--- config.mk ---
export PLATFORM = sky130hd
export DESIGN_NAME = cfg_bit_loader
export DESIGN_NICKNAME = d
export VERILOG_FILES = /design/src/rtl/cfg_bit_loader.sv
export SDC_FILE = /design/constraint.sdc
export NUM_CORES = 1
export LEC_CHECK = 0
export ABC_AREA = 1
export BUFFER_PORTS_ARGS = -buffer_cell sky130_fd_sc_hd__buf_2
export CORE_MARGIN = 2
export CORE_UTILIZATION = 36
export CTS_CLUSTER_SIZE = 28
export DETAILED_ROUTE_END_ITERATION = 10
export PLACE_DENSITY = 0.57
export SLEW_MARGIN = 20
export SYNTH_ARGS = -nofsm -noshare
export SYNTH_HDL_FRONTEND = slang
export SYNTH_SLANG_ARGS = --single-unit
--- constraint.sdc ---
create_clock -name clk -period 3 [get_ports clk]
set_input_delay 0 -clock clk [delete_from_list [all_inputs] [get_ports clk]]
set_output_delay 0 -clock clk [all_outputs]
set_load 0.05 [all_outputs]
--- src/rtl/cfg_bit_loader.sv ---
// Byte-stream configuration loader: parses an A5-framed header and emits
// one-bit enable/address/data_in writes for the grid tiles' configuration port.
module cfg_bit_loader #(
  parameter int ADDR_WIDTH = 10
) (
  input  logic                  clk,
  input  logic                  reset,
  input  logic [7:0]            s_data,
  input  logic                  s_valid,
  output logic                  s_ready,
  output logic                  enable,
  output logic [0:ADDR_WIDTH-1] address,
  output logic                  data_in,
  output logic                  busy,
  output logic                  done,
  output logic                  error
);

  // Header byte2 supplies address bits [ADDR_WIDTH-1:8]; ADDR_WIDTH must be 9..16.
  localparam logic [16:0] SPACE = 17'd1 << ADDR_WIDTH;

  typedef enum logic [2:0] {IDLE, HDR, LOAD, SHIFT, DRAIN, DONE} state_t;

  state_t                  state_q, state_d;
  logic [1:0]              hdr_cnt_q, hdr_cnt_d;
  logic [ADDR_WIDTH-1:0]   addr_q, addr_d;
  logic [15:0]             count_q, count_d;
  logic [3:0]              bits_q, bits_d;
  logic [7:0]              shift_q, shift_d;

  logic                    s_ready_q, s_ready_d;
  logic                    enable_q, enable_d;
  logic [0:ADDR_WIDTH-1]   address_q, address_d;
  logic                    data_in_q, data_in_d;
  logic                    busy_q, busy_d;
  logic                    done_q, done_d;
  logic                    error_q, error_d;

  logic                    accept;
  logic [15:0]             hdr_count;
  logic [16:0]             hdr_end;

  always_comb begin
    accept    = s_valid && s_ready_q;
    hdr_count = {s_data, count_q[7:0]};
    hdr_end   = {{(17-ADDR_WIDTH){1'b0}}, addr_q} + {1'b0, hdr_count};

    state_d   = state_q;
    hdr_cnt_d = hdr_cnt_q;
    addr_d    = addr_q;
    count_d   = count_q;
    bits_d    = bits_q;
    shift_d   = shift_q;
    error_d   = error_q;

    case (state_q)
      IDLE: begin
        if (accept) begin
          if (s_data == 8'hA5) begin
            error_d   = 1'b0;
            hdr_cnt_d = 2'd0;
            state_d   = HDR;
          end else begin
            error_d = 1'b1;
          end
        end
      end
      HDR: begin
        if (accept) begin
          hdr_cnt_d = hdr_cnt_q + 2'd1;
          case (hdr_cnt_q)
            2'd0: addr_d[7:0] = s_data;
            2'd1: addr_d[ADDR_WIDTH-1:8] = s_data[ADDR_WIDTH-9:0];
            2'd2: count_d[7:0] = s_data;
            2'd3: begin
              count_d = hdr_count;
              // 17-bit sum so an overflowing frame is caught before any write
              if (hdr_end > SPACE) begin
                error_d = 1'b1;
                state_d = DRAIN;
              end else if (hdr_count == 16'd0) begin
                state_d = DONE;
              end else begin
                state_d = LOAD;
              end
            end
          endcase
        end
      end
      LOAD: begin
        if (accept) begin
          shift_d = s_data;
          bits_d  = (count_q >= 16'd8) ? 4'd8 : count_q[3:0];
          state_d = SHIFT;
        end
      end
      SHIFT: begin
        shift_d = {1'b0, shift_q[7:1]};
        addr_d  = addr_q + 1'b1;
        count_d = count_q - 16'd1;
        bits_d  = bits_q - 4'd1;
        if (bits_q == 4'd1) begin
          state_d = (count_q == 16'd1) ? DONE : LOAD;
        end
      end
      DRAIN: begin
        if (accept) begin
          if (count_q <= 16'd8) begin
            state_d = DONE;
          end else begin
            count_d = count_q - 16'd8;
          end
        end
      end
      DONE:    state_d = IDLE;
      default: state_d = IDLE;
    endcase

    // Gating on DONE keeps s_ready low for the cycle that shows the done pulse
    s_ready_d = (state_d inside {IDLE, HDR, LOAD, DRAIN}) && (state_q != DONE);
    enable_d  = (state_q == SHIFT);
    address_d = enable_d ? addr_q : '0;
    data_in_d = enable_d & shift_q[0];
    busy_d    = (state_q != IDLE);
    done_d    = (state_q == DONE);
  end

  always_ff @(posedge clk) begin
    if (!reset) begin
      state_q   <= IDLE;
      hdr_cnt_q <= 2'd0;
      addr_q    <= '0;
      count_q   <= 16'd0;
      bits_q    <= 4'd0;
      shift_q   <= 8'd0;
      s_ready_q <= 1'b0;
      enable_q  <= 1'b0;
      address_q <= '0;
      data_in_q <= 1'b0;
      busy_q    <= 1'b0;
      done_q    <= 1'b0;
      error_q   <= 1'b0;
    end else begin
      state_q   <= state_d;
      hdr_cnt_q <= hdr_cnt_d;
      addr_q    <= addr_d;
      count_q   <= count_d;
      bits_q    <= bits_d;
      shift_q   <= shift_d;
      s_ready_q <= s_ready_d;
      enable_q  <= enable_d;
      address_q <= address_d;
      data_in_q <= data_in_d;
      busy_q    <= busy_d;
      done_q    <= done_d;
      error_q   <= error_d;
    end
  end

  assign s_ready = s_ready_q;
  assign enable  = enable_q;
  assign address = address_q;
  assign data_in = data_in_q;
  assign busy    = busy_q;
  assign done    = done_q;
  assign error   = error_q;

endmodule
==> impl_metrics.toml, run 1 <==
[yosys]
ys_top_cells_by_count = "143 x nand2_1, 83 x inv_1, 83 x nor2_1"
ys_seq_elements = 59
postSynthCellCount = 624
synth_edf_count = 0
ys_async_sr_fraction = 0
netlist.area_leader.share = 0.298
netlist_area_um2 = 3960
yosysSeqAreaShare = 0.298
yosysUniqueCellTypes = 39
synth_area_per_cell_um2 = 6.34
synth_top_area_cell = "dfxtp_1"
ys.flop_type = "dfxtp_1"
yosysMostFrequentCell = "nand2_1"
netlist_top_cells_area = "dfxtp_1 30%, nand2_1 14%, inv_1 7.9%"
yosysWarnings = 0
syn_nets = 657

[clock_network]
clock_latency_ps = 360
ctsLongestPathBuffers = 2
cts.htree.levels = 3
clockRootBuffer = "clkbuf_8"
numClockSinks = 59
cts_buffers = 9
path_clk_slew_ps = 70
cts_tree = "yes"
cts_resized = 0

[critical_path]
cp_data_required_time_ps = 3280
reg2reg_to = "s_ready"
r2r_slack_ps = 540
r2r_cells = 13
critical_path_arrival_ps = 2740
endpoint_kind = "register"
r2r-start = "count_q[0]"
cp_max_fo = 6
worstSetupPathType = "reg2reg"
startpoint_type = "register"

[detailed_routing]
num_vias = 4183
wl_per_cell_um = 14.6
antenna_left = 0
drt_iter0_drc = 321
drc_errors = 0
wl_um = 11700
dr.pass1.iters = 4
viasPerCell = 5.24

[placement]
placed_cells = 782
placed_area_um2 = 4240
portBuffers = 26
gp_congestion = 0.935
hpwl_um = 8980
dp_slack_ps = 580

[worst_hold_path]
min-delay-start = "s_data[6]"
whs_path_depth = 3
min_to = "shift_q[6]"
hold_class = "in2reg"

[global_route]
antenna_found_initial = 0
grt_pass1_wl_um = 19200
grt_pass1_vias = 3944
grt_max_degree = 28
grt.overflow.total = 0
track_usage = 0.208

[sta]
hold_violations = 0
period_minus_slack_ps = 2460
grt_setup_unrepaired = "false"
final.setup.tns_ps = 0
setup_violations = 0
finalMaxSlewViolations = 0
whs_ps = 39.9
period_share = 0.820
fmax_ghz = 0.407
tightest_slew_ps = 1040
slew_headroom = 0.306
skew_ps = 15.1
setup_slack_ps = 541

[floorplanning]
start_util = 0.367
die_w_um = 109
fp.dieH_um = 109
ios = 27
die_area_um2 = 11900
fp-row-count = 38
core_um2 = 10800

[final_layout]
fin_nets = 687
drive_gt1_frac = 0.102
finish.utilization = 0.411
syn_to_final_growth_pct = 12.0
antennaDiodeCount = 0
final_area_um2 = 4430
instances_no_fill = 799

[pwr]
ir_drop_mv = 0.270
total_power_mw = 1.56
power_density_nw_per_um2 = 352
leakagePower_nw = 2.01

[flow_run]
maxCapViolations = 0

[status]
status = "finished clean"
## cells by family (layout without fill, tap and decap cells)
| group | count (synthesis) | count (layout) | share of synthesized area |
|---|---|---|---|
| compound gates | 124 | 124 | 0.183 |
| xor+xnor | 3 | 3 | 0.00664 |
| fa+ha+maj | 22 | 22 | 0.0714 |
| buf+inv | 101 | 136 | 0.0970 |
| flops | 59 | 59 | 0.298 |
| simple gates | 315 | 315 | 0.343 |
## area by class of cell
| type | count | area, um2 |
|---|---|---|
| Sequential cell | 59 | 1180 |
| Inverter | 90 | 338 |
| Fill cell | 1137 | 6360 |
| Clock buffer | 12 | 155 |
| Tap cell | 140 | 175 |
| Clock inverter | 4 | 25.0 |
| Timing Repair Buffer | 30 | 163 |
| Multi-Input combinational cell | 464 | 2400 |
## how the worst max path moves through the flow
stage	slack [ps]	start	cells after the start	endpoint
floorplan	870	count_q[0]	14	state_q[0]
global placement	670	count_q[0]	13	s_ready
detailed placement	580	count_q[0]	13	s_ready
CTS	550	count_q[0]	13	s_ready
global route	340	count_q[0]	15	s_ready
finish	540	count_q[0]	13	s_ready
## state kept, by name, summed over array words and instances, names as in the netlist, 2 cells and up
| name | cells |
|---|---|
| address | 10 |
| bits_q | 4 |
| state_q | 3 |
| count_q | 16 |
| shift_q | 8 |
| addr_q | 10 |
| hdr_cnt_q | 2 |
## worst max-delay path: stages (launching register included)
cell      delay [ps]
dfxtp_1          370
ha_1             240
fa_1             420
nand3_1          130
nand2_1          110
nand2_1           80
nand3_1           60
nor2_1           130
nand3_1          100
o21bai_2         250
nand3_2          130
a21oi_2          150
nand2_1           80
a21oi_2          130
## timing repair
item | in CTS | in global routing
endpoints found under the hold margin | 1 | 0
setup buffers | 0 | 0
hold buffers | 1 | 0
## where the power goes
group	switching, mW	internal, mW
Clock	0.338	0.342
Combinational	0.0701	0.0245
Sequential	0.00156	0.785
Total	0.410	1.15
## cell usage in the layout, fill, tap and decap left out, types with 3 or more instances in the layout
| master | synthesis | final |
|---|---|---|
| nor2_1 | 83 | 82 |
| inv_1 | 83 | 83 |
| a22oi_1 | 7 | 7 |
| nand4_1 | 9 | 9 |
| nor2_2 | 4 | 5 |
| a211oi_1 | 5 | 5 |
| a21oi_1 | 46 | 46 |
| and2_1 | 3 | 3 |
| a221oi_1 | 3 | 3 |
| nand3_1 | 51 | 51 |
| ha_1 | 21 | 21 |
| dfxtp_1 | 59 | 59 |
| inv_2 | 7 | 7 |
| nor3_1 | 7 | 7 |
| nor4_1 | 5 | 5 |
| clkbuf_8 | 0 | 11 |
| o21ai_0 | 39 | 39 |
| buf_4 | 0 | 3 |
| a31oi_1 | 8 | 8 |
| buf_2 | 4 | 26 |
| nor2_4 | 4 | 4 |
| nand2_1 | 143 | 143 |
## routing by layer
layer / part of all wire / track usage / vias to the layer above
met2: 0.46 / 0.339 / 130
met1: 0.46 / 0.267 / 1898
met4: 0.031 / 0.0962 / 0
li1: - / - / 2126
met5: 0 / 0 / -
met3: 0.055 / 0.0371 / 29
Power figures use the tool's default switching activity.
==> run 2: changes to the inputs <==
==> constraint.sdc (replaced) <==
create_clock -name clk -period 2.4 [get_ports clk]
set_input_delay 0 -clock clk [delete_from_list [all_inputs] [get_ports clk]]
set_output_delay 0 -clock clk [all_outputs]
set_load 0.05 [all_outputs]
==> impl_metrics.toml, run 2 (synthesis gave the netlist of run 1 again) <==
[pwr]
p_comb_frac = 0.057
p_int_mw = 1.65
power_switching_mw = 0.505
p_sw_frac = 0.234
power_density_nw_per_um2 = 459
ir_drop_mv = 0.444
leakagePower_nw = 2.11
p_seq_frac = 0.456
clkPwrFrac = 0.487

[detailed_routing]
wl_met3_um = 526
wl_met2_um = 5610
viasPerCell = 5.28
m1WireLength_um = 5490
dr.pass1.iters = 6
drt_iter0_drc = 351
drc_errors = 0
top_layer_used = "met4"
wl_per_cell_um = 14.8
wl_um = 12000
num_vias = 4290
antenna_left = 0

[sta]
finalMaxSlewViolations = 0
skew_ps = 11.0
period_minus_slack_ps = 2250
hold_violations = 0
fmax_ghz = 0.445
final.setup.tns_ps = 0
setup_violations = 0
tightest_slew_ps = 532
slew_headroom = 0.642
period_share = 0.937

[global_route]
grt_pass1_wl_um = 19300
grt.overflow.total = 0
antenna_found_initial = 0
grt_pass1_vias = 3994
track_usage = 0.212
grt_max_degree = 23

[placement]
portBuffers = 26
gp_congestion = 0.916
hpwl_um = 9310
placed_area_um2 = 4340

[floorplanning]
start_util = 0.367
fp.dieH_um = 109
die_area_um2 = 11900
ios = 27
fp-row-count = 38
die_w_um = 109
core_um2 = 10800

[final_layout]
final_cell_mix = "141 x nand2_1, 83 x inv_1, 81 x nor2_1, 55 x dfxtp_1, 46 x nand3_1"
regMostFlops = "count_q"
fin_nets = 702
final_area_um2 = 4690
syn_to_final_growth_pct = 18.6
drive_gt1_frac = 0.152
final_common_cell = "nand2_1"
antennaDiodeCount = 0
largest_reg_flops = 16

[clock_network]
cts.htree.levels = 3
numClockSinks = 59
ctsLongestPathBuffers = 2
cts_buffers = 9
path_clk_slew_ps = 70
clockRootBuffer = "clkbuf_8"
cts_tree = "yes"
clock_latency_ps = 350

[worst_hold_path]
hold_class = "in2reg"
whs_path_depth = 3

[critical_path]
cpMaxStageDelayCell = "dfxtp_1"
endpoint_kind = "register"
worstSetupPathType = "reg2reg"
cp_max_fo = 6
critical_path_arrival_ps = 2540
cp_cell_sequence = "ha_2 -> a21oi_1 -> or2_1 -> nand3_1 -> nand2_1 -> nand2_1 -> nand2_1 -> nand2_1 -> nor2_4 -> nand3_2 -> a21oi_2 -> nand2_1 -> a21oi_2"
startpoint_type = "register"
cp_data_required_time_ps = 2690
r2r_cells = 13
critical_path.max_stage_delay_ps = 410
cp_common_cell = "nand2_1"

[flow_run]
maxCapViolations = 0

[status]
status = "finished clean"
## run 2: final cells by class
type                    instances  area (um2)
flip-flops and latches         59        1190
fillers                      1123        6100
well taps                     140         175
multi-input cells             464        2490
inverters                      90         338
repair buffers                 45         278
clock buffers                  11         151
clock inverters                 4        73.8
## run 2: worst paths after layout
check              endpoint  slack, ps  startpoint
setup / recovery    s_ready        150   addr_q[9]
hold / removal    addr_q[1]         70   s_data[1]
setup reg to reg    s_ready        150   addr_q[9]
hold reg to reg     data_in        440  shift_q[0]
## run 2: routing by layer
layer  vias up  GRT usage
met5         -          0
met4         0     0.0989
met3        35     0.0460
met2       120      0.349
met1      1986      0.263
li1       2149          -
## run 2: worst max-delay path: cells and delay by family (launching register included)
| kind | cells | cell delay (ps) |
|---|---|---|
| DFF | 1 | 410 |
| and+or+nand+nor | 9 | 850 |
| AOI/OAI and AO/OA | 3 | 590 |
| adders and majority gates | 1 | 340 |
## run 2: power groups by stage
| stage | Combinational (mW) | Clock (mW) | Sequential, mW |
|---|---|---|---|
| after detailed placement | 0.116 | 0 | 1.01 |
| after global routing | 0.133 | 1.12 | 0.982 |
| after CTS | 0.119 | 1.07 | 0.984 |
| final | 0.124 | 1.05 | 0.983 |
| after floorplan | 0.0599 | 0 | 1.01 |
| after global placement | 0.116 | 0 | 1.01 |
## run 2: timing repair
action	CTS	global route
setup endpoints to repair	1	5
hold buffers	2	0
setup buffers	0	1
endpoints found under the hold margin	2	0
pin swaps	1	8
resized for setup	1	23
## run 2: through the flow
stage	hold WS (ps)	setup WS [ps]	instances	total power, mW	utilization
after detailed placement	346	-7.77	795	1.12	0.402
after floorplan	138	274	624	1.07	-
after global routing	68.5	-28.9	813	2.23	0.435
after global placement	345	118	795	1.12	0.402
after CTS	51.9	38.8	812	2.17	0.425
final	68.4	152	813	2.16	0.435
